`src/rtl/move_seq_pkg.sv`:
```
// move_seq_pkg: shared state encoding, direction codes and LFSR taps for move_sequencer.
package move_seq_pkg;
  typedef enum logic [2:0] {IDLE, MOVE, SPAWN, COUNT, HALT} state_e;
  localparam logic [1:0] DIR_L = 2'd0;
  localparam logic [1:0] DIR_R = 2'd1;
  localparam logic [1:0] DIR_U = 2'd2;
  localparam logic [1:0] DIR_D = 2'd3;
  // Fibonacci taps 16,14,13,11 as a bit mask over lfsr[15:0]
  localparam logic [15:0] LFSR_TAPS = 16'hB400;
endpackage

```
`src/rtl/btn_debounce.sv`:
```
// btn_debounce: 2-flop synchronizer, stability counter and one-cycle rising pulse of the accepted level.
module btn_debounce #(
  parameter logic [15:0] DEBOUNCE_CYCLES = 16'd20000
) (
  input  logic clk,
  input  logic clr,
  input  logic btn,
  output logic rise
);
  logic s1_q, s2_q, acc_q, acc_d, prev_q;
  logic [15:0] cnt_q, cnt_d;
  logic hit;
  always_comb begin
    hit   = s2_q != acc_q && cnt_q == DEBOUNCE_CYCLES - 16'd1;
    cnt_d = (s2_q == acc_q || hit) ? '0 : cnt_q + 16'd1;
    acc_d = hit ? s2_q : acc_q;
  end
  always_ff @(posedge clk) begin
    if (clr) begin
      s1_q   <= 1'b0;
      s2_q   <= 1'b0;
      cnt_q  <= '0;
      acc_q  <= 1'b0;
      prev_q <= 1'b0;
    end else begin
      s1_q   <= btn;
      s2_q   <= s1_q;
      cnt_q  <= cnt_d;
      acc_q  <= acc_d;
      prev_q <= acc_q;
    end
  end
  assign rise = acc_q & ~prev_q;
endmodule

```
`src/rtl/move_sequencer.sv`:
```
// move_sequencer: button-to-turn controller for the 2048 board (move, spawn, count over req/ack).
// Define MOVE_SEQ_ROUND_ROBIN_EN for round-robin arbitration; otherwise fixed priority L > R > U > D.
module move_sequencer
  import move_seq_pkg::*;
#(
  parameter logic [15:0] DEBOUNCE_CYCLES = 16'd20000,
  parameter logic [13:0] TURN_MAX        = 14'd9999,
  parameter logic [15:0] LFSR_SEED       = 16'hACE1
) (
  input  logic        clk,
  input  logic        clr,
  input  logic        btnL,
  input  logic        btnR,
  input  logic        btnU,
  input  logic        btnD,
  output logic        move_req,
  output logic [1:0]  move_dir,
  input  logic        move_ack,
  input  logic        move_changed,
  output logic        spawn_req,
  output logic [3:0]  spawn_pos,
  input  logic        spawn_ack,
  input  logic        won,
  input  logic        lost,
  output logic [13:0] turns,
  output logic        busy
);
  logic [3:0] btns, rise, pending_q, pending_d;
  logic [1:0] dir_q, dir_d, grant;
  logic [3:0] pos_q, pos_d;
  logic [13:0] turns_q, turns_d;
  logic [15:0] lfsr_q, lfsr_d;
  state_e state_q, state_d;
  assign btns = {btnD, btnU, btnR, btnL};
  for (genvar g = 0; g < 4; g++) begin : g_btn
    btn_debounce #(.DEBOUNCE_CYCLES(DEBOUNCE_CYCLES)) u_db (
      .clk (clk),
      .clr (clr),
      .btn (btns[g]),
      .rise(rise[g])
    );
  end
`ifdef MOVE_SEQ_ROUND_ROBIN_EN
  logic [1:0] last_q, last_d;
  // Walk down so the nearest direction after the last grant wins
  always_comb begin
    grant = last_q;
    for (int k = 4; k >= 1; k--)
      if (pending_q[2'(last_q + 2'(k))]) grant = 2'(last_q + 2'(k));
    last_d = (state_q == IDLE && state_d == MOVE) ? grant : last_q;
  end
  always_ff @(posedge clk) last_q <= clr ? DIR_D : last_d;
`else
  assign grant = pending_q[0] ? DIR_L : pending_q[1] ? DIR_R : pending_q[2] ? DIR_U : DIR_D;
`endif
  always_comb begin
    state_d   = state_q;
    dir_d     = dir_q;
    pos_d     = pos_q;
    turns_d   = turns_q;
    pending_d = '0;
    lfsr_d    = {lfsr_q[14:0], ^(lfsr_q & LFSR_TAPS)};
    case (state_q)
      IDLE: begin
        pending_d = |pending_q ? '0 : rise;
        state_d   = |pending_q ? MOVE : IDLE;
        dir_d     = |pending_q ? grant : dir_q;
      end
      MOVE: begin
        state_d = move_ack ? (move_changed ? SPAWN : IDLE) : MOVE;
        pos_d   = (move_ack && move_changed) ? lfsr_q[3:0] : pos_q;
      end
      SPAWN: state_d = spawn_ack ? COUNT : SPAWN;
      COUNT: begin
        state_d = IDLE;
        turns_d = turns_q < TURN_MAX ? turns_q + 14'd1 : turns_q;
      end
      default: state_d = HALT;
    endcase
    // Game end overrides everything, including a pending count
    if (won || lost) begin
      state_d   = HALT;
      turns_d   = turns_q;
      pending_d = '0;
    end
  end
  always_ff @(posedge clk) begin
    if (clr) begin
      state_q   <= IDLE;
      dir_q     <= DIR_L;
      pos_q     <= '0;
      turns_q   <= '0;
      pending_q <= '0;
      lfsr_q    <= LFSR_SEED;
    end else begin
      state_q   <= state_d;
      dir_q     <= dir_d;
      pos_q     <= pos_d;
      turns_q   <= turns_d;
      pending_q <= pending_d;
      lfsr_q    <= lfsr_d;
    end
  end
  assign move_req  = state_q == MOVE;
  assign spawn_req = state_q == SPAWN;
  assign busy      = state_q != IDLE;
  assign move_dir  = dir_q;
  assign spawn_pos = pos_q;
  assign turns     = turns_q;
endmodule

```
`config.mk`:
```
export PLATFORM = sky130hd
export DESIGN_NAME = move_sequencer
export DESIGN_NICKNAME = d
export VERILOG_FILES = /design/src/rtl/move_seq_pkg.sv /design/src/rtl/btn_debounce.sv /design/src/rtl/move_sequencer.sv
export SDC_FILE = /design/constraint.sdc
export NUM_CORES = 1
export LEC_CHECK = 0
export BUFFER_PORTS_ARGS = -buffer_cell sky130_fd_sc_hd__buf_4
export CORE_MARGIN = 4
export CORE_UTILIZATION = 49
export DETAILED_ROUTE_END_ITERATION = 6
export PLACE_DENSITY = 0.67
export REMOVE_ABC_BUFFERS = 1
export SLEW_MARGIN = 20
export SYNTH_ARGS = -nofsm -noshare
export SYNTH_HDL_FRONTEND = slang
export SYNTH_SLANG_ARGS = --single-unit
```
`constraint.sdc`:
```
create_clock -name clk -period 2.3 [get_ports clk]
set_input_delay 0.575 -clock clk [delete_from_list [all_inputs] [get_ports clk]]
set_output_delay 0.575 -clock clk [all_outputs]
set_load 0.02 [all_outputs]
```
==> key figures <==
Timing
  • Fin. Hold Viols: 0
  • Pins Over Slew Limit: 0
  • Setup violations, final: 0
  • Worst-Margin Slew: 0.923 ns
  • Slack of the critical path: between 0.15 and 0.2 ns
  • Fin Setup TNS: 0 ns
  • Final worst path period share: 0.914
  • Final Skew: approximately 0.0071 ns
  • RSZ-0062 raised after global routing: no
  • Slew margin rel.: 0.385
  • Max Freq: about 0.48 GHz
  • Final min period: 2.10 ns

Layout
  • Final Net Count: around 590
  • Share of layout cells above drive strength 1: 0.139
  • N_diodes: 0
  • Final cell count without fillers: 724
  • Layout area overhead: 19.6%

Route
  • Routed length per instance: approximately 13 microns
  • Initial DRC Count: about 180
  • Post-route ant nets: 0
  • Vias/cell: approximately 5.3
  • First-pass DRT Iterations: 4
  • DRC Markers: 0
  • Total routed wirelength: between 9000 and 10000 microns
  • Vias: between 3000 and 4000

Floorplan
  • Core ar.: approximately 9900 sq um
  • Starting density of the core: 0.508
  • Boundary Pins: 34
  • # rows: 36
  • Die height: between 100 and 150 microns
  • DIE AREA: roughly 12000 sq um
  • Die Span X: around 110 microns

GRT
  • Met1 GRT Util: 0.227
  • Largest net degree at the start of global routing: 25
  • Initial antenna violation count: 0
  • First-pass GRT wire length: ~17000 microns
  • Vias in the first global route: between 3000 and 4000
  • Global Route met3 Usage: 0.0557
  • GRT overflow: 0
  • Met2 GRT Util: 0.268
  • GRT busiest layer: met2
  • Total GRT Usage: 0.174

Setup path
  • Worst-case reg-to-reg path depth: 5
  • Worst EP required: about 2.7 ns
  • Reg2reg start: g_btn[3].u_db.cnt_q[0]$_SDFF_PP0_
  • CP Max Fanout: 15
  • Crit. End Element: flop
  • Worst Path Arrival: 2.48 ns
  • Worst-path cell chain: ha_1 -> or4b_1 -> or4_4 -> o21ai_4 -> nor2_1
  • Slowest CP cell: or4b_1
  • WS Path Type: reg2reg
  • Reg2reg setup slack: slightly below 0.2 ns
  • Critical path launch point type: flop
  • Reg-to-Reg End: g_btn[3].u_db.cnt_q[13]$_SDFF_PP0_
  • Max stage delay on crit path: 0.46 ns

Synth
  • Post-Syn Area per Cell: 9.21 sq um
  • Area leader, netlist: dfxtp_1
  • Number of enable flip-flop cells after synthesis: 0
  • Cells after Synth: 544
  • Synth Cell Area: around 5000 sq um
  • Most frequent cell after synthesis: dfxtp_1
  • Top cells by count, synth: dfxtp_1, nor2_1, nand3_1, xnor2_1, xor2_1
  • Sequential share of the synthesized area: 0.492
  • FFs w/ async S/R, synth: 0
  • Synth top area cells: dfxtp_1, nor2_1, xnor2_1
  • Synthesis-stage register bit count: roughly 120
  • Yosys top cell area share: 0.492
  • Yosys warnings: 0
  • Ys flop type: dfxtp_1
  • Post-synth cell types: 40

CTS
  • Setup bufs post-CTS: 0
  • Clock Pin Slew Worst Setup and Hold Paths: around 0.06 ns
  • Hold-fix buffers, CTS: 0
  • Clock Sinks: roughly 120
  • H-tree depth: 4
  • CTS buffer count: 17
  • Clock Path Buffers: 2
  • Worst-Skew Late Latency: about 0.5 ns
  • Root buf cell: clkbuf_8
  • Post-CTS Resized: 0
  • CTS tree: built

Place
  • GP Congestion: roughly 0.87
  • Placed cells: around 700
  • Dpl hpwl: between 6000 and 7000 microns
  • PortBufs: 33
  • Place WS: between 0.2 and 0.25 ns

Pwr
  • Leakage: roughly 2.1 nW
  • Maximum VDD drop: around 390 uV
  • PwrDens: roughly 840 nW/um^2

Worst hold path
  • Hold Startpoint: btnD
  • Worst Hold End: g_btn[3].u_db.s1_q$_SDFF_PP0_
  • HP Class: in2reg
  • Worst hold stages: 2

Run status
  • Status: complete, no violations

Run
  • Max Cap Viol: 0
==> how the worst max path moves through the flow <==
stage                                            from                            endpoint  slack, ns
floorplan           g_btn[3].u_db.cnt_q[0]$_SDFF_PP0_  g_btn[3].u_db.cnt_q[10]$_SDFF_PP0_       0.27
global placement    g_btn[3].u_db.cnt_q[0]$_SDFF_PP0_   g_btn[3].u_db.cnt_q[3]$_SDFF_PP0_       0.27
detailed placement  g_btn[3].u_db.cnt_q[0]$_SDFF_PP0_  g_btn[3].u_db.cnt_q[14]$_SDFF_PP0_       0.22
CTS                             state_q[0]$_SDFF_PP0_                                busy       0.17
global route        g_btn[3].u_db.cnt_q[0]$_SDFF_PP0_  g_btn[3].u_db.cnt_q[15]$_SDFF_PP0_       0.06
finish              g_btn[3].u_db.cnt_q[0]$_SDFF_PP0_  g_btn[3].u_db.cnt_q[13]$_SDFF_PP0_       0.20
==> worst max-delay path: cells and delay by family (launching register included) <==
kind                     cells  cell delay, ns
AO/OA/AOI/OAI                1            0.36
flip-flops                   1            0.41
adder cells (fa/ha/maj)      1            0.19
AND/OR/NAND/NOR              3            1.01
==> layer usage <==
layer / wire length [microns] / vias up
li1: - / 1978
met1: 4540 / 1794
met2: 4440 / 70
met3: 425 / 6
met4: 81 / 0
met5: 0 / -
==> logic make-up (layout without fill, tap and decap cells) <==
group / count (synthesis) / after routing / synth area share
multiplexers: 10 / 10 / 0.0205
XOR/XNOR: 58 / 58 / 0.101
adder cells (fa/ha/maj): 5 / 5 / 0.0125
flip-flops: 123 / 123 / 0.492
buffers and inverters: 31 / 78 / 0.0252
AND/OR/NAND/NOR: 274 / 274 / 0.296
AO/OA/AOI/OAI: 43 / 43 / 0.0525
==> sequential cells by signal, summed over array words and instances (netlist names) <==
name / cells
spawn_pos: 4
move_dir: 2
state_q: 3
g_btn.u_db.cnt_q: 64
g_btn.u_db.s2_q: 4
lfsr_q: 16
g_btn.u_db.prev_q: 4
g_btn.u_db.s1_q: 4
g_btn.u_db.acc_q: 4
pending_q: 4
turns: 14
==> area by class of cell <==
type                       instances  area, sq um
tap                              133          166
timing repair buffer              36          270
multi-input combinational        390         2420
clock buffer                      19          442
sequential                       123         2460
fill                             816         3870
clock inverter                    13          191
inverter                          10         37.5
==> layout by cell type, fill, tap and decap left out, types with 2 or more instances in the layout <==
cell type / n
mux2_2: 2
ha_1: 5
or2_2: 7
nand2b_1: 6
xnor2_1: 30
and3_1: 9
clkinv_4: 2
nor3_1: 13
dfxtp_1: 123
or3_1: 7
and2_1: 2
o21ai_0: 7
nand2_1: 23
nor2b_1: 23
nor3b_1: 7
nand3_1: 30
nand4_1: 24
o31ai_1: 11
clkinvlp_4: 6
and4_1: 10
inv_1: 10
or4_1: 11
buf_4: 36
nand3b_1: 2
nor4_1: 15
mux2i_1: 8
nor2_1: 77
xor2_1: 28
nor4b_1: 3
clkbuf_8: 3
bufinv_16: 4
a21oi_1: 21
clkbuf_16: 16
==> through the flow <==
stage	hold WS, ns	util	area (sq um)	total power (W)
final	0.278	0.607	5990	0.00504
after global routing	0.271	0.607	5990	0.00520
after CTS	0.248	0.607	5990	0.00509
after detailed placement	0.381	0.543	5360	0.00231
after global placement	0.380	0.543	5360	0.00231
after floorplan	0.373	-	4920	0.00226
==> where the power goes <==
part | internal [W] | total [W] | switching (W) | leakage (nW)
clock | 0.00182 | 0.00278 | 0.000958 | 0.289
sequential | 0.00216 | 0.00218 | 0.0000145 | 0.997
combinational | 0.0000407 | 0.0000869 | 0.0000462 | 0.771
Note: power is estimated with default switching activity, not from simulation.
